## src/rtl/keypad_if.sv

```systemverilog
// Keypad scanner/consumer bundle: row/column lines in, decoded key events out.
interface keypad_if;
  logic [2:0] i_row_n;
  logic [3:0] i_col_n;
  logic [3:0] o_key_code;
  logic       o_key_valid;
  logic       o_key_release;
  logic       o_key_held;
  logic       o_multi_err;

  modport slave (
    input  i_row_n,
    input  i_col_n,
    output o_key_code,
    output o_key_valid,
    output o_key_release,
    output o_key_held,
    output o_multi_err
  );

  modport master (
    output i_row_n,
    output i_col_n,
    input  o_key_code,
    input  o_key_valid,
    input  o_key_release,
    input  o_key_held,
    input  o_multi_err
  );
endinterface

```

## src/rtl/keypad_matrix_decoder.sv

```systemverilog
// 3x4 keypad decoder: synchronizes the scan lines, assembles per-frame snapshots
// and debounces single-key presses and releases over whole frames.
//
// state      | meaning
// S_IDLE     | no key accepted, waiting for a single-key frame
// S_PRESS_DB | counting consecutive frames with the same single candidate
// S_PRESSED  | candidate accepted, o_key_held high
// S_RELEASE_DB | counting consecutive frames with the candidate absent
module keypad_matrix_decoder #(
  parameter int SETTLE_CYCLES   = 16,
  parameter int DEBOUNCE_FRAMES = 4
) (
  input  logic     clk,
  input  logic     rst,
  keypad_if.slave  kp
);

  localparam int SW = $clog2(SETTLE_CYCLES + 1);
  localparam int CW = $clog2(DEBOUNCE_FRAMES + 1);

  typedef enum logic [1:0] {
    S_IDLE       = 2'd0,
    S_PRESS_DB   = 2'd1,
    S_PRESSED    = 2'd2,
    S_RELEASE_DB = 2'd3
  } state_t;

  logic [2:0]    r_row_s1, r_row_s2, r_row_prev;
  logic [3:0]    r_col_s1, r_col_s2;
  logic [SW-1:0] r_settle;
  logic [11:0]   r_snap;
  logic [2:0]    r_seen;

  state_t        r_state, w_state_nxt;
  logic [CW-1:0] r_count, w_count_nxt, w_count_inc;
  logic [3:0]    r_cand, w_cand_nxt;
  logic [3:0]    r_code, w_code_nxt;
  logic          r_valid, w_valid_nxt;
  logic          r_release, w_release_nxt;
  logic          r_multi, w_multi_nxt;

  logic          w_row_valid;
  logic          w_row_chg;
  logic          w_sample;
  logic [1:0]    w_row_idx;
  logic [11:0]   w_snap_nxt;
  logic [2:0]    w_seen_nxt;
  logic          w_frame_done;
  logic [3:0]    w_pop;
  logic [3:0]    w_single_idx;
  logic          w_none, w_single, w_multi;
  logic          w_cand_hit, w_others;

  always_ff @(posedge clk or posedge rst) begin
    if (rst) begin
      r_row_s1 <= '1;
      r_row_s2 <= '1;
      r_col_s1 <= '1;
      r_col_s2 <= '1;
    end else begin
      r_row_s1 <= kp.i_row_n;
      r_row_s2 <= r_row_s1;
      r_col_s1 <= kp.i_col_n;
      r_col_s2 <= r_col_s1;
    end
  end

  always_comb begin
    w_row_valid = 1'b1;
    w_row_idx   = 2'd0;
    case (r_row_s2)
      3'b110:  w_row_idx = 2'd0;
      3'b101:  w_row_idx = 2'd1;
      3'b011:  w_row_idx = 2'd2;
      default: w_row_valid = 1'b0;
    endcase
  end

  assign w_row_chg = (r_row_s2 != r_row_prev);
  // Counter saturates at SETTLE_CYCLES so each row phase yields one sample.
  assign w_sample  = w_row_valid && !w_row_chg && (r_settle == SW'(SETTLE_CYCLES - 1));

  always_ff @(posedge clk or posedge rst) begin
    if (rst) begin
      r_row_prev <= '1;
      r_settle   <= '0;
    end else begin
      r_row_prev <= r_row_s2;
      if (w_row_chg || !w_row_valid)
        r_settle <= '0;
      else if (r_settle != SW'(SETTLE_CYCLES))
        r_settle <= r_settle + SW'(1);
    end
  end

  always_comb begin
    w_snap_nxt = r_snap;
    w_seen_nxt = r_seen;
    if (w_sample) begin
      w_snap_nxt[{w_row_idx, 2'b00} +: 4] = ~r_col_s2;
      w_seen_nxt[w_row_idx]               = 1'b1;
    end
  end

  assign w_frame_done = w_sample && (w_seen_nxt == 3'b111);

  always_ff @(posedge clk or posedge rst) begin
    if (rst) begin
      r_snap <= '0;
      r_seen <= '0;
    end else begin
      r_snap <= w_snap_nxt;
      r_seen <= w_frame_done ? 3'b000 : w_seen_nxt;
    end
  end

  // The snapshot including this cycle's sample is what gets classified.
  always_comb begin
    w_pop        = '0;
    w_single_idx = '0;
    for (int i = 0; i < 12; i++) begin
      if (w_snap_nxt[i]) begin
        w_pop        = w_pop + 4'd1;
        w_single_idx = 4'(i);
      end
    end
  end

  assign w_none     = (w_pop == 4'd0);
  assign w_single   = (w_pop == 4'd1);
  assign w_multi    = (w_pop >= 4'd2);
  assign w_cand_hit = w_snap_nxt[r_cand];
  assign w_others   = w_cand_hit ? (w_pop >= 4'd2) : !w_none;
  assign w_count_inc = r_count + CW'(1);

  always_ff @(posedge clk or posedge rst) begin
    if (rst) begin
      r_state   <= S_IDLE;
      r_count   <= '0;
      r_cand    <= '0;
      r_code    <= '0;
      r_valid   <= 1'b0;
      r_release <= 1'b0;
      r_multi   <= 1'b0;
    end else begin
      r_state   <= w_state_nxt;
      r_count   <= w_count_nxt;
      r_cand    <= w_cand_nxt;
      r_code    <= w_code_nxt;
      r_valid   <= w_valid_nxt;
      r_release <= w_release_nxt;
      r_multi   <= w_multi_nxt;
    end
  end

  always_comb begin
    w_state_nxt   = r_state;
    w_count_nxt   = r_count;
    w_cand_nxt    = r_cand;
    w_code_nxt    = r_code;
    w_valid_nxt   = 1'b0;
    w_release_nxt = 1'b0;
    w_multi_nxt   = 1'b0;
    if (w_frame_done) begin
      case (r_state)
        S_IDLE: begin
          if (w_single) begin
            w_cand_nxt = w_single_idx;
            if (DEBOUNCE_FRAMES == 1) begin
              w_state_nxt = S_PRESSED;
              w_code_nxt  = w_single_idx;
              w_valid_nxt = 1'b1;
              w_count_nxt = '0;
            end else begin
              w_state_nxt = S_PRESS_DB;
              w_count_nxt = CW'(1);
            end
          end else if (w_multi) begin
            w_multi_nxt = 1'b1;
          end
        end
        S_PRESS_DB: begin
          if (w_single && (w_single_idx == r_cand)) begin
            if (w_count_inc == CW'(DEBOUNCE_FRAMES)) begin
              w_state_nxt = S_PRESSED;
              w_code_nxt  = r_cand;
              w_valid_nxt = 1'b1;
              w_count_nxt = '0;
            end else begin
              w_count_nxt = w_count_inc;
            end
          end else begin
            w_state_nxt = S_IDLE;
            w_count_nxt = '0;
            w_multi_nxt = w_multi;
          end
        end
        S_PRESSED: begin
          if (w_cand_hit) begin
            w_multi_nxt = w_others;
          end else if (DEBOUNCE_FRAMES == 1) begin
            w_state_nxt   = S_IDLE;
            w_release_nxt = 1'b1;
            w_count_nxt   = '0;
          end else begin
            w_state_nxt = S_RELEASE_DB;
            w_count_nxt = CW'(1);
          end
        end
        S_RELEASE_DB: begin
          if (w_cand_hit) begin
            w_state_nxt = S_PRESSED;
            w_count_nxt = '0;
          end else if (w_count_inc == CW'(DEBOUNCE_FRAMES)) begin
            w_state_nxt   = S_IDLE;
            w_release_nxt = 1'b1;
            w_count_nxt   = '0;
          end else begin
            w_count_nxt = w_count_inc;
          end
        end
        default: begin
          w_state_nxt = S_IDLE;
          w_count_nxt = '0;
        end
      endcase
    end
  end

  assign kp.o_key_code    = r_code;
  assign kp.o_key_valid   = r_valid;
  assign kp.o_key_release = r_release;
  assign kp.o_key_held    = (r_state == S_PRESSED) || (r_state == S_RELEASE_DB);
  assign kp.o_multi_err   = r_multi;

endmodule
```

## src/flat_wrapper.sv

```systemverilog
// flat-port wrapper written by rule: the top's interface ports become plain ports
module keypad_matrix_decoder_flat 
#(
  parameter int SETTLE_CYCLES   = 16,
  parameter int DEBOUNCE_FRAMES = 4
)
  (clk, rst, kp_i_row_n, kp_i_col_n, kp_o_key_code, kp_o_key_valid, kp_o_key_release, kp_o_key_held, kp_o_multi_err);
  keypad_if kp_i ();
  input  logic clk;
  input  logic rst;
  input wire logic [$bits(kp_i.i_row_n)-1:0] kp_i_row_n;
  input wire logic [$bits(kp_i.i_col_n)-1:0] kp_i_col_n;
  output wire logic [$bits(kp_i.o_key_code)-1:0] kp_o_key_code;
  output wire logic [$bits(kp_i.o_key_valid)-1:0] kp_o_key_valid;
  output wire logic [$bits(kp_i.o_key_release)-1:0] kp_o_key_release;
  output wire logic [$bits(kp_i.o_key_held)-1:0] kp_o_key_held;
  output wire logic [$bits(kp_i.o_multi_err)-1:0] kp_o_multi_err;
  assign kp_i.i_row_n = kp_i_row_n;
  assign kp_i.i_col_n = kp_i_col_n;
  assign kp_o_key_code = kp_i.o_key_code;
  assign kp_o_key_valid = kp_i.o_key_valid;
  assign kp_o_key_release = kp_i.o_key_release;
  assign kp_o_key_held = kp_i.o_key_held;
  assign kp_o_multi_err = kp_i.o_multi_err;
  keypad_matrix_decoder #(.SETTLE_CYCLES(SETTLE_CYCLES), .DEBOUNCE_FRAMES(DEBOUNCE_FRAMES)) u_core (.clk(clk), .rst(rst), .kp(kp_i));
endmodule
```

## config.mk

```make
export PLATFORM = sky130hd
export DESIGN_NAME = keypad_matrix_decoder_flat
export DESIGN_NICKNAME = d
export VERILOG_FILES = /design/src/rtl/keypad_if.sv /design/src/rtl/keypad_matrix_decoder.sv /design/src/flat_wrapper.sv
export SDC_FILE = /design/constraint.sdc
export NUM_CORES = 1
export LEC_CHECK = 0
export ABC_AREA = 1
export CAP_MARGIN = 10
export CORE_MARGIN = 1.5
export CORE_UTILIZATION = 55
export DETAILED_ROUTE_END_ITERATION = 16
export PLACE_DENSITY = 0.87
export SLEW_MARGIN = 20
export SYNTH_ARGS = -nofsm -noshare
export SYNTH_HDL_FRONTEND = slang
export SYNTH_SLANG_ARGS = --single-unit
```

## constraint.sdc

```tcl
create_clock -name clk -period 6.9 [get_ports clk]
set_input_delay 1.725 -clock clk [delete_from_list [all_inputs] [get_ports clk]]
set_output_delay 1.725 -clock clk [all_outputs]
set_load 0.05 [all_outputs]
```

==> results.ini <==
[flow_run]
maxCapViolations = 0

[clock_tree]
cts-root-buf = clkbuf_8
clk_transition_reported_paths_ns = 0.10
clock-sinks = 53
numCtsBuffers = 5
holdBufCountCts = 0
htreeDepth = 2
cts.path.max_buffers = 2
clk_latency_ns = 0.32
cts_tree = yes

[layout]
final_area_um2 = 5400
n_antenna_cell = 0
multiInputGateArea_um2 = 2500
drive_gt1_frac = 0.478
seq_area_um2 = 1350
synthToLayoutAreaGrowth_pct = 45.5
final_cells = 707
fillerInstances = 307
nets = 654

[outcome]
violations = DRC, setup timing
status = finished with violations

[setup_path]
cp_max_fo = 8
r2r_cells = 49
path_delay_family = simple AND/OR/NAND/NOR gates
critPathMostFrequentCell = nand2_4
cp_num_buf_inv = 8
worstPathArrival_ns = 7.74
cp_slowest_cell = dfstp_2
cp_slowest_stage_delay_ns = 0.59
required_ns = 7.10
endpoint_kind = flip-flop
crit_type = flip-flop to flip-flop
crit_path_start_kind = flip-flop
r2r-end = u_core.r_cand[1]
r2r_start = u_core.r_row_s2[0]
r2r_slack_ns = -0.64

[route]
ant_nets = 0
vias = 4335
drtIter0Drc = 671
drc = 2
via_per_inst = 6.13
drt-pass1-iter-count = 12
wl_per_cell_um = 19.4
drt-total-wl_um = 13700

[logic_synthesis]
syn-instance-count = 500
yosys.area.top_type = dfrtp_1
ys_seq_area_frac = 0.363
synth_seq_cells = 53
netlist_area_um2 = 3710
netlist.area_leader.share = 0.243
yosysWarningCount = 0
synth.area.top_cells = dfrtp_1, dfstp_2, nand2_1
yosys.cell_types.count = 41
synth_nets = 525
synth_area_per_cell_um2 = 7.42

[sta]
hold_violations = 0
grt_setup_unrepaired = yes
layout_min_cycle_time_ns = 7.54
worstMarginPinSlew_ns = 0.880
setup_slack_ns = -0.640
clock_skew_ns = 0.0108
tns_ns = -8.58
period_share = 1.09
setup_violations = 15
maxSlewViolCount = 0
maxSlewHeadroom = 0.412
fin_hold_ws_ns = 0.360
fmax_mhz = 133

[placed_design]
hpwl_um = 6110
port_buffers = 16
pre_cts_ws_ns = -0.455
placed_cells = 622
dpl-instance-area_um2 = 4260
gp_congestion = 0.863

[power]
swShare = 0.250
combinationalPowerShare = 0.059
seqPwrFrac = 0.600
p_int_uw = 406
p_per_area_nw_per_um2 = 100
vdd_drop_max_uv = 120
p_switching_uw = 135
total_leakage_power_uw = 0.00281
clkPwrFrac = 0.341

[die]
rows = 29
die_height_um = 85.2
io_pins = 17
core_area_um2 = 6420
initial_core_util = 0.578
dieArea_um2 = 7250
die_w_um = 85.2

[grt]
grt_pass1_wl_um = 18400
overflow = 0
first_global_vias = 4071
grt_usage = 0.322
antenna_found_initial = 0
grt_start_max_net_pins = 54

[worst_hold_path]
holdPathEnd = u_core.r_row_s2[1]
hold_class = flip-flop to flip-flop
min-delay-start = u_core.r_row_s1[1]
hold_depth = 0

metrics by stage:
| stage | utilization | power [uW] |
|---|---|---|
| 2_1_floorplan | - | 344 |
| 3_3_place_gp | 0.663 | 356 |
| 3_5_place_dp | 0.663 | 358 |
| 4_1_cts | 0.764 | 532 |
| 5_1_grt | 0.841 | 561 |
| 6_report | 0.841 | 541 |
cell usage after synthesis, drive strengths merged:
master	instances
ha	16
nor4	3
nand2	151
o31ai	1
inv	91
nor3	3
a22oi	1
xnor2	2
nor2	46
clkinv	3
or2	3
clkbuf	2
nand3b	2
o21ai	33
xor2	2
o22ai	2
nand3	63
nand4	6
a31oi	2
a21oi	12
buf	2
dfstp	17
dfrtp	36
o211ai	1
worst max-delay path by stage:
stage | startpoint | end | slack [ns] | cells after the start
final | u_core.r_row_s2[0] | u_core.r_cand[1] | -0.64 | 49
after detailed placement | u_core.r_row_s2[0] | u_core.r_state[1] | -0.46 | 55
after CTS | u_core.r_settle[1] | u_core.r_state[1] | -0.34 | 55
after global placement | u_core.r_settle[1] | u_core.r_state[1] | -0.12 | 55
after global routing | u_core.r_row_s2[0] | u_core.r_state[1] | -0.87 | 53
after floorplan | u_core.r_settle[1] | u_core.r_state[0] | -0.13 | 55
routing by layer:
| layer | up-vias | global-route usage | part of all wire |
|---|---|---|---|
| li1 | 1838 | - | - |
| met1 | 2006 | 0.357 | 0.36 |
| met2 | 367 | 0.556 | 0.48 |
| met3 | 124 | 0.0554 | 0.092 |
| met4 | 0 | 0.230 | 0.072 |
| met5 | - | 0 | 0 |
kinds of logic after synthesis:
group / after synthesis / share of synthesized area
simple gates: 277 / 0.392
buf+inv: 98 / 0.100
flops: 53 / 0.363
compound gates: 52 / 0.0795
fa+ha+maj: 16 / 0.0539
xor+xnor: 4 / 0.0115
sequential cells by signal (all words and copies together) (netlist names), 2 cells and up:
name and cells:
u_core.kp.o_key_code 4, u_core.r_cand 4, u_core.r_col_s1 4, u_core.r_col_s2 4, u_core.r_count 3, u_core.r_row_prev 3, u_core.r_row_s1 3, u_core.r_row_s2 3
u_core.r_seen 3, u_core.r_settle 5, u_core.r_snap 12, u_core.r_state 2
area by class of cell:
class	instances	share of cell area
tap	77	0.0178
inverter	94	0.0683
timing repair buffer	125	0.185
clock inverter	2	0.00255
clock buffer	6	0.0134
multi-input combinational	350	0.464
sequential	53	0.249
cell usage in the layout, fill, tap and decap left out, types with 5 or more instances in the layout:
cell | Yosys | layout
a21oi_1 | 11 | 11
buf_4 | 0 | 104
buf_6 | 0 | 5
clkbuf_8 | 0 | 5
clkdlybuf4s50_1 | 0 | 16
dfrtp_1 | 36 | 36
dfstp_2 | 17 | 17
ha_4 | 0 | 12
inv_1 | 81 | 65
inv_2 | 10 | 21
nand2_1 | 117 | 84
nand2_2 | 29 | 48
nand2_4 | 5 | 20
nand3_1 | 42 | 32
nand3_2 | 21 | 22
nand3_4 | 0 | 9
nand4_1 | 5 | 5
nor2_1 | 37 | 32
nor2_4 | 4 | 9
o21ai_0 | 15 | 13
o21ai_1 | 15 | 11
o21ai_2 | 2 | 6
power groups by stage:
stage          clock network [uW]  registers, uW  logic (uW)
2_1_floorplan                   0            329        15.5
3_3_place_gp                    0            329        27.4
3_5_place_dp                    0            330        28.5
4_1_cts                       179            324        28.7
5_1_grt                       201            325        34.8
6_report                      185            325        31.8
timing repair:
action | CTS | global route
pin swaps | 8 | 55
resized for setup | 10 | 104
setup endpoints to repair | 15 | 15
hold endpoints to repair | 0 | 0
setup buffers | 70 | 13
gates cloned | 0 | 1
No activity file was read; power rests on OpenSTA's default activity.
